File: src/rtl/cmd_parser.sv
// Byte-stream command parser: short single-byte commands and 5-byte long
// commands (opcode + 4 data bytes), decoded into one-cycle strobe pulses.
//
// state | meaning
// IDLE  | waiting for a short command or a long-command opcode
// DATA  | collecting the 4 data bytes of a long command
module cmd_parser #(
    parameter int STAGES = 4,
    parameter int TMO    = 65536
) (
    input  logic              clk_i,
    input  logic              rst_in,
    input  logic [7:0]        byte_i,
    input  logic              stb_i,
    output logic [31:0]       cmd_o,
    output logic [STAGES-1:0] set_mask_o,
    output logic [STAGES-1:0] set_val_o,
    output logic [STAGES-1:0] set_cfg_o,
    output logic              arm_o,
    output logic              sw_rst_o,
    output logic              id_o,
    output logic              xon_o,
    output logic              xoff_o,
    output logic              set_div_o,
    output logic              set_cnt_o,
    output logic              set_flgs_o,
    output logic              busy_o
);

    localparam int TW = (TMO > 0) ? $clog2(TMO + 1) : 1;

    typedef enum logic {IDLE, DATA} state_t;

    state_t            state_q, state_d;
    logic [1:0]        cnt_q, cnt_d;
    logic [TW-1:0]     tmo_q, tmo_d;
    logic [7:0]        op_q, op_d;
    logic [31:0]       cmd_q, cmd_d;
    logic [STAGES-1:0] mask_q, mask_d, val_q, val_d, cfg_q, cfg_d;
    logic              arm_q, arm_d, swr_q, swr_d, id_q, id_d;
    logic              xon_q, xon_d, xoff_q, xoff_d;
    logic              div_q, div_d, scnt_q, scnt_d, flgs_q, flgs_d;

    always_comb begin
        state_d = state_q;
        cnt_d   = cnt_q;
        tmo_d   = tmo_q;
        op_d    = op_q;
        cmd_d   = cmd_q;
        mask_d  = '0;
        val_d   = '0;
        cfg_d   = '0;
        arm_d   = 1'b0;
        swr_d   = 1'b0;
        id_d    = 1'b0;
        xon_d   = 1'b0;
        xoff_d  = 1'b0;
        div_d   = 1'b0;
        scnt_d  = 1'b0;
        flgs_d  = 1'b0;

        case (state_q)
            IDLE: begin
                if (stb_i) begin
                    if (byte_i[7]) begin
                        op_d    = byte_i;
                        cnt_d   = 2'd0;
                        tmo_d   = '0;
                        state_d = DATA;
                    end else begin
                        case (byte_i)
                            8'h00:   swr_d  = 1'b1;
                            8'h01:   arm_d  = 1'b1;
                            8'h02:   id_d   = 1'b1;
                            8'h11:   xon_d  = 1'b1;
                            8'h13:   xoff_d = 1'b1;
                            default: ;
                        endcase
                    end
                end
            end
            DATA: begin
                if (stb_i) begin
                    // A byte arriving in the expiry cycle still counts.
                    cmd_d[8*cnt_q +: 8] = byte_i;
                    cnt_d = cnt_q + 2'd1;
                    tmo_d = '0;
                    if (cnt_q == 2'd3) begin
                        state_d = IDLE;
                        case (op_q)
                            8'h80:   div_d  = 1'b1;
                            8'h81:   scnt_d = 1'b1;
                            8'h82:   flgs_d = 1'b1;
                            default: begin
                                if (op_q[7:4] == 4'hC) begin
                                    for (int s = 0; s < STAGES; s++) begin
                                        if (op_q[3:2] == 2'(s)) begin
                                            mask_d[s] = (op_q[1:0] == 2'd0);
                                            val_d[s]  = (op_q[1:0] == 2'd1);
                                            cfg_d[s]  = (op_q[1:0] == 2'd2);
                                        end
                                    end
                                end
                            end
                        endcase
                    end
                end else if (TMO > 0) begin
                    if (tmo_q == TW'(TMO - 1)) begin
                        state_d = IDLE;
                        tmo_d   = '0;
                    end else begin
                        tmo_d = tmo_q + 1'b1;
                    end
                end
            end
            default: state_d = IDLE;
        endcase
    end

    always_ff @(posedge clk_i or negedge rst_in) begin
        if (!rst_in) begin
            state_q <= IDLE;
            cnt_q   <= 2'd0;
            tmo_q   <= '0;
            op_q    <= 8'h00;
            cmd_q   <= 32'h0;
            mask_q  <= '0;
            val_q   <= '0;
            cfg_q   <= '0;
            arm_q   <= 1'b0;
            swr_q   <= 1'b0;
            id_q    <= 1'b0;
            xon_q   <= 1'b0;
            xoff_q  <= 1'b0;
            div_q   <= 1'b0;
            scnt_q  <= 1'b0;
            flgs_q  <= 1'b0;
        end else begin
            state_q <= state_d;
            cnt_q   <= cnt_d;
            tmo_q   <= tmo_d;
            op_q    <= op_d;
            cmd_q   <= cmd_d;
            mask_q  <= mask_d;
            val_q   <= val_d;
            cfg_q   <= cfg_d;
            arm_q   <= arm_d;
            swr_q   <= swr_d;
            id_q    <= id_d;
            xon_q   <= xon_d;
            xoff_q  <= xoff_d;
            div_q   <= div_d;
            scnt_q  <= scnt_d;
            flgs_q  <= flgs_d;
        end
    end

    assign cmd_o      = cmd_q;
    assign set_mask_o = mask_q;
    assign set_val_o  = val_q;
    assign set_cfg_o  = cfg_q;
    assign arm_o      = arm_q;
    assign sw_rst_o   = swr_q;
    assign id_o       = id_q;
    assign xon_o      = xon_q;
    assign xoff_o     = xoff_q;
    assign set_div_o  = div_q;
    assign set_cnt_o  = scnt_q;
    assign set_flgs_o = flgs_q;
    assign busy_o     = (state_q == DATA);

endmodule

File: config.mk
export PLATFORM = sky130hd
export DESIGN_NAME = cmd_parser
export DESIGN_NICKNAME = d
export VERILOG_FILES = /design/src/rtl/cmd_parser.sv
export SDC_FILE = /design/constraint.sdc
export NUM_CORES = 1
export LEC_CHECK = 0
export ABC_AREA = 1
export CAP_MARGIN = 0
export CELL_PAD_IN_SITES_DETAIL_PLACEMENT = 1
export CELL_PAD_IN_SITES_GLOBAL_PLACEMENT = 2
export CORE_UTILIZATION = 31
export CTS_CLUSTER_DIAMETER = 40
export DETAILED_ROUTE_END_ITERATION = 7
export MAX_ROUTING_LAYER = met4
export PLACE_DENSITY = 0.86
export SYNTH_ARGS = -nofsm -noshare
export SYNTH_HDL_FRONTEND = slang
export SYNTH_SLANG_ARGS = --single-unit
File: constraint.sdc
create_clock -name clk_i -period 3.15 [get_ports clk_i]
set_clock_uncertainty 0.2 [all_clocks]
set_input_delay 0.4725 -clock clk_i [delete_from_list [all_inputs] [get_ports clk_i]]
set_output_delay 0.4725 -clock clk_i [all_outputs]
set_load 0.005 [all_outputs]
==> metrics.txt <==
area of the multi-input gates 0.00142 mm²; Top FF cell, synth dfrtp_1; met3 usage 0.0441; Fmax 434 MHz; setup ws final 0.844 ns; DP Worst Slack 0.689 ns; TritonCTS Sinks 80; share of cells above drive strength 1 0.0571; Initial Util 0.317; grt peak-use layer met2; Die ar. 0.0121 mm²; reg2reg start cnt_q[0]$_DFFE_PN0P_; largest net degree at the start of global routing 81; TritonCTS Buffers 9; synthesis-to-layout area growth 30.4%; Mapped Cells 417; first-pass detailed-route iteration total 4; Worst EP arrival 2.38 ns; TritonCTS clock tree yes; initial antenna violation count 0; CTS resizes 0; Reg2Reg Setup Slack 0.84 ns; Post-DP HPWL 7460 µm; M2 GR Usage 0.304; VDD IR-drop max 429 µV; Synth top area share 0.552; Die Span Y 110 µm; met1 Usage GRT 0.236; final non-filler cell area 0.00473 mm²; P per Cell Area 735 mW/mm²; crit end category flip-flop; Overflow after GRT 0; vias in the first global route 3,315; Vias 3,164; critical path class reg2reg; first-pass GRT wire length 16,800 µm; WP data required 3.23 ns; IO Pins 64; Placer Congestion 0.837; diode count 0; EDFF count, synth 0; Reg2Reg Depth 6; cts hold-fix bufs 0; synth warn 0; relative slew slack 0.298; CTS root buf clkbuf_16; syn avg cell area 8.69 µm²; row count 39; placed cells 617; period utilization 0.732; Post-Route WL 10,400 µm; gr usage total 0.192; Clock transition at path regs 0.06 ns; hold_ws 0.105 ns; post-synthesis net count 434; Die Wd 110 µm; P_leak 2.19 nW; CP startpoint kind flip-flop; Routed Antenna Nets 0; postcts setup bufs 0; clk buf depth 2; max-cap viol count 0; Buffers on Ports 63; sequential cell area 0.00200 mm²; outcome finished clean; hold crit path type in2async; # DRC 0; Slew @ Worst Pin 1.05 ns; worst r2r dst cmd_o[13]$_DFFE_PN0P_; unrepaired setup endpoints after global routing no; Final Max Slew Viols 0; nets 502; Fillers 1,355; Final setup viols 0; H-tree levels 3; fin cells 633; Seq cells post-synth 80; setup TNS 0 ns; worst-skew pair later-pin latency 0.34 ns; via density per instance 5.00; synth top area cells dfrtp_1 (55%), nand2_1 (9.7%), o21ai_0 (6.4%); Area after DPL 0.00441 mm²; Synth Cell Area 0.00362 mm²; Iter 0 DRT Violations 150; Core ar. 0.0114 mm²; CP max FO 10; Yosys cell types 27; register area share after synthesis 0.552; Period minus WS final 2.31 ns; Async S/R FF share, synth 1.00; largest area contributor in the netlist dfrtp_1; WL per Instance 16.4 µm; Final Hold Fails 0
## power breakdown
| group | internal (W) | total [W] | switching, W | leakage [nW] |
|---|---|---|---|---|
| Combinational | 0.000421 | 0.000977 | 0.000556 | 0.953 |
| Sequential | 0.00123 | 0.00139 | 0.000158 | 1.08 |
| Clock | 0.000691 | 0.00111 | 0.000419 | 0.156 |
## placed cells by master, fill, tap and decap left out, types with 2 or more instances in the layout
master           Yosys  final
a21oi_1              3      3
nor3_1               4      4
nand4_1             34     34
clkbuf_16            0      9
nor4_1               5      5
inv_1               44     44
bufinv_16            0      2
o21bai_1             3      3
clkdlybuf4s50_1      0     62
o21ai_0             46     46
nand2_1             94     94
nand2_2              2      2
nand3_1             19     19
dfrtp_1             80     80
nor2_4               2      2
ha_1                 6      6
xor2_1               6      6
clkinv_2             0      3
buf_4                0      3
nor2_1              50     50
mux2_2               2      2
## sequential cells by signal (all words and copies together) (netlist names)
| register | flops |
|---|---|
| set_val_o | 4 |
| busy_o | 1 |
| xoff_o | 1 |
| set_div_o | 1 |
| set_flgs_o | 1 |
| cnt_q | 2 |
| xon_o | 1 |
| sw_rst_o | 1 |
| arm_o | 1 |
| set_cfg_o | 4 |
| set_cnt_o | 1 |
| tmo_q | 17 |
| cmd_o | 32 |
| set_mask_o | 4 |
| op_q | 8 |
| id_o | 1 |
## Yosys cell counts (2+ instances only)
library cell  number
mux2_2             2
nand2_1           94
inv_1             44
nand4_1           34
nor2_4             2
dfrtp_1           80
nor4_1             5
nand3_1           19
nor2_1            50
xor2_1             6
o21bai_1           3
buf_2              3
clkbuf_1           5
nor3_1             4
nand2_2            2
o21ai_0           46
ha_1               6
a21oi_1            3
## metrics by stage
stage	power (W)	util
5_1_grt	0.00369	0.414
6_report	0.00348	0.414
3_5_place_dp	0.00238	0.386
4_1_cts	0.00353	0.414
2_1_floorplan	0.00184	-
3_3_place_gp	0.00235	0.386
## per-layer routing
metal	part of all wire	vias up
met5	0	-
met4	0.025	0
met3	0.043	23
met2	0.48	54
met1	0.45	1569
li1	-	1518
## area by class of cell
| cell class | instances | share of cell area |
|---|---|---|
| inverter | 46 | 0.0365 |
| clock inverter | 6 | 0.0177 |
| tap | 143 | 0.0379 |
| sequential | 80 | 0.424 |
| timing repair buffer | 65 | 0.136 |
| multi-input combinational | 283 | 0.300 |
| clock buffer | 10 | 0.0485 |
## worst max path at each step
| stage | from | to | slack [ns] |
|---|---|---|---|
| 3_5_place_dp | stb_i | tmo_q[2]$_DFFE_PN0P_ | 0.69 |
| 3_3_place_gp | stb_i | tmo_q[11]$_DFFE_PN0P_ | 0.74 |
| 6_report | cnt_q[0]$_DFFE_PN0P_ | cmd_o[13]$_DFFE_PN0P_ | 0.84 |
| 2_1_floorplan | cnt_q[0]$_DFFE_PN0P_ | cmd_o[12]$_DFFE_PN0P_ | 0.92 |
| 5_1_grt | cnt_q[0]$_DFFE_PN0P_ | cmd_o[13]$_DFFE_PN0P_ | 0.63 |
| 4_1_cts | cnt_q[0]$_DFFE_PN0P_ | cmd_o[13]$_DFFE_PN0P_ | 0.86 |
## cells by family after synthesis
group	count (synthesis)	share of synthesized area
adders and majority gates	6	0.0207
and+or+nand+nor	214	0.267
DFF	80	0.552
buffers and inverters	54	0.0570
AOI/OAI and AO/OA	55	0.0822
xor gates and xnor gates	6	0.0145
muxes	2	0.00621
## worst max-delay path, cell delays in order (launching register included)
cell	delay (ns)
dfrtp_1	0.55
clkinv_1	0.15
ha_1	0.36
inv_1	0.15
nor2_1	0.51
nand4_1	0.22
nand2_1	0.10
(Power assumes the default switching activity.)
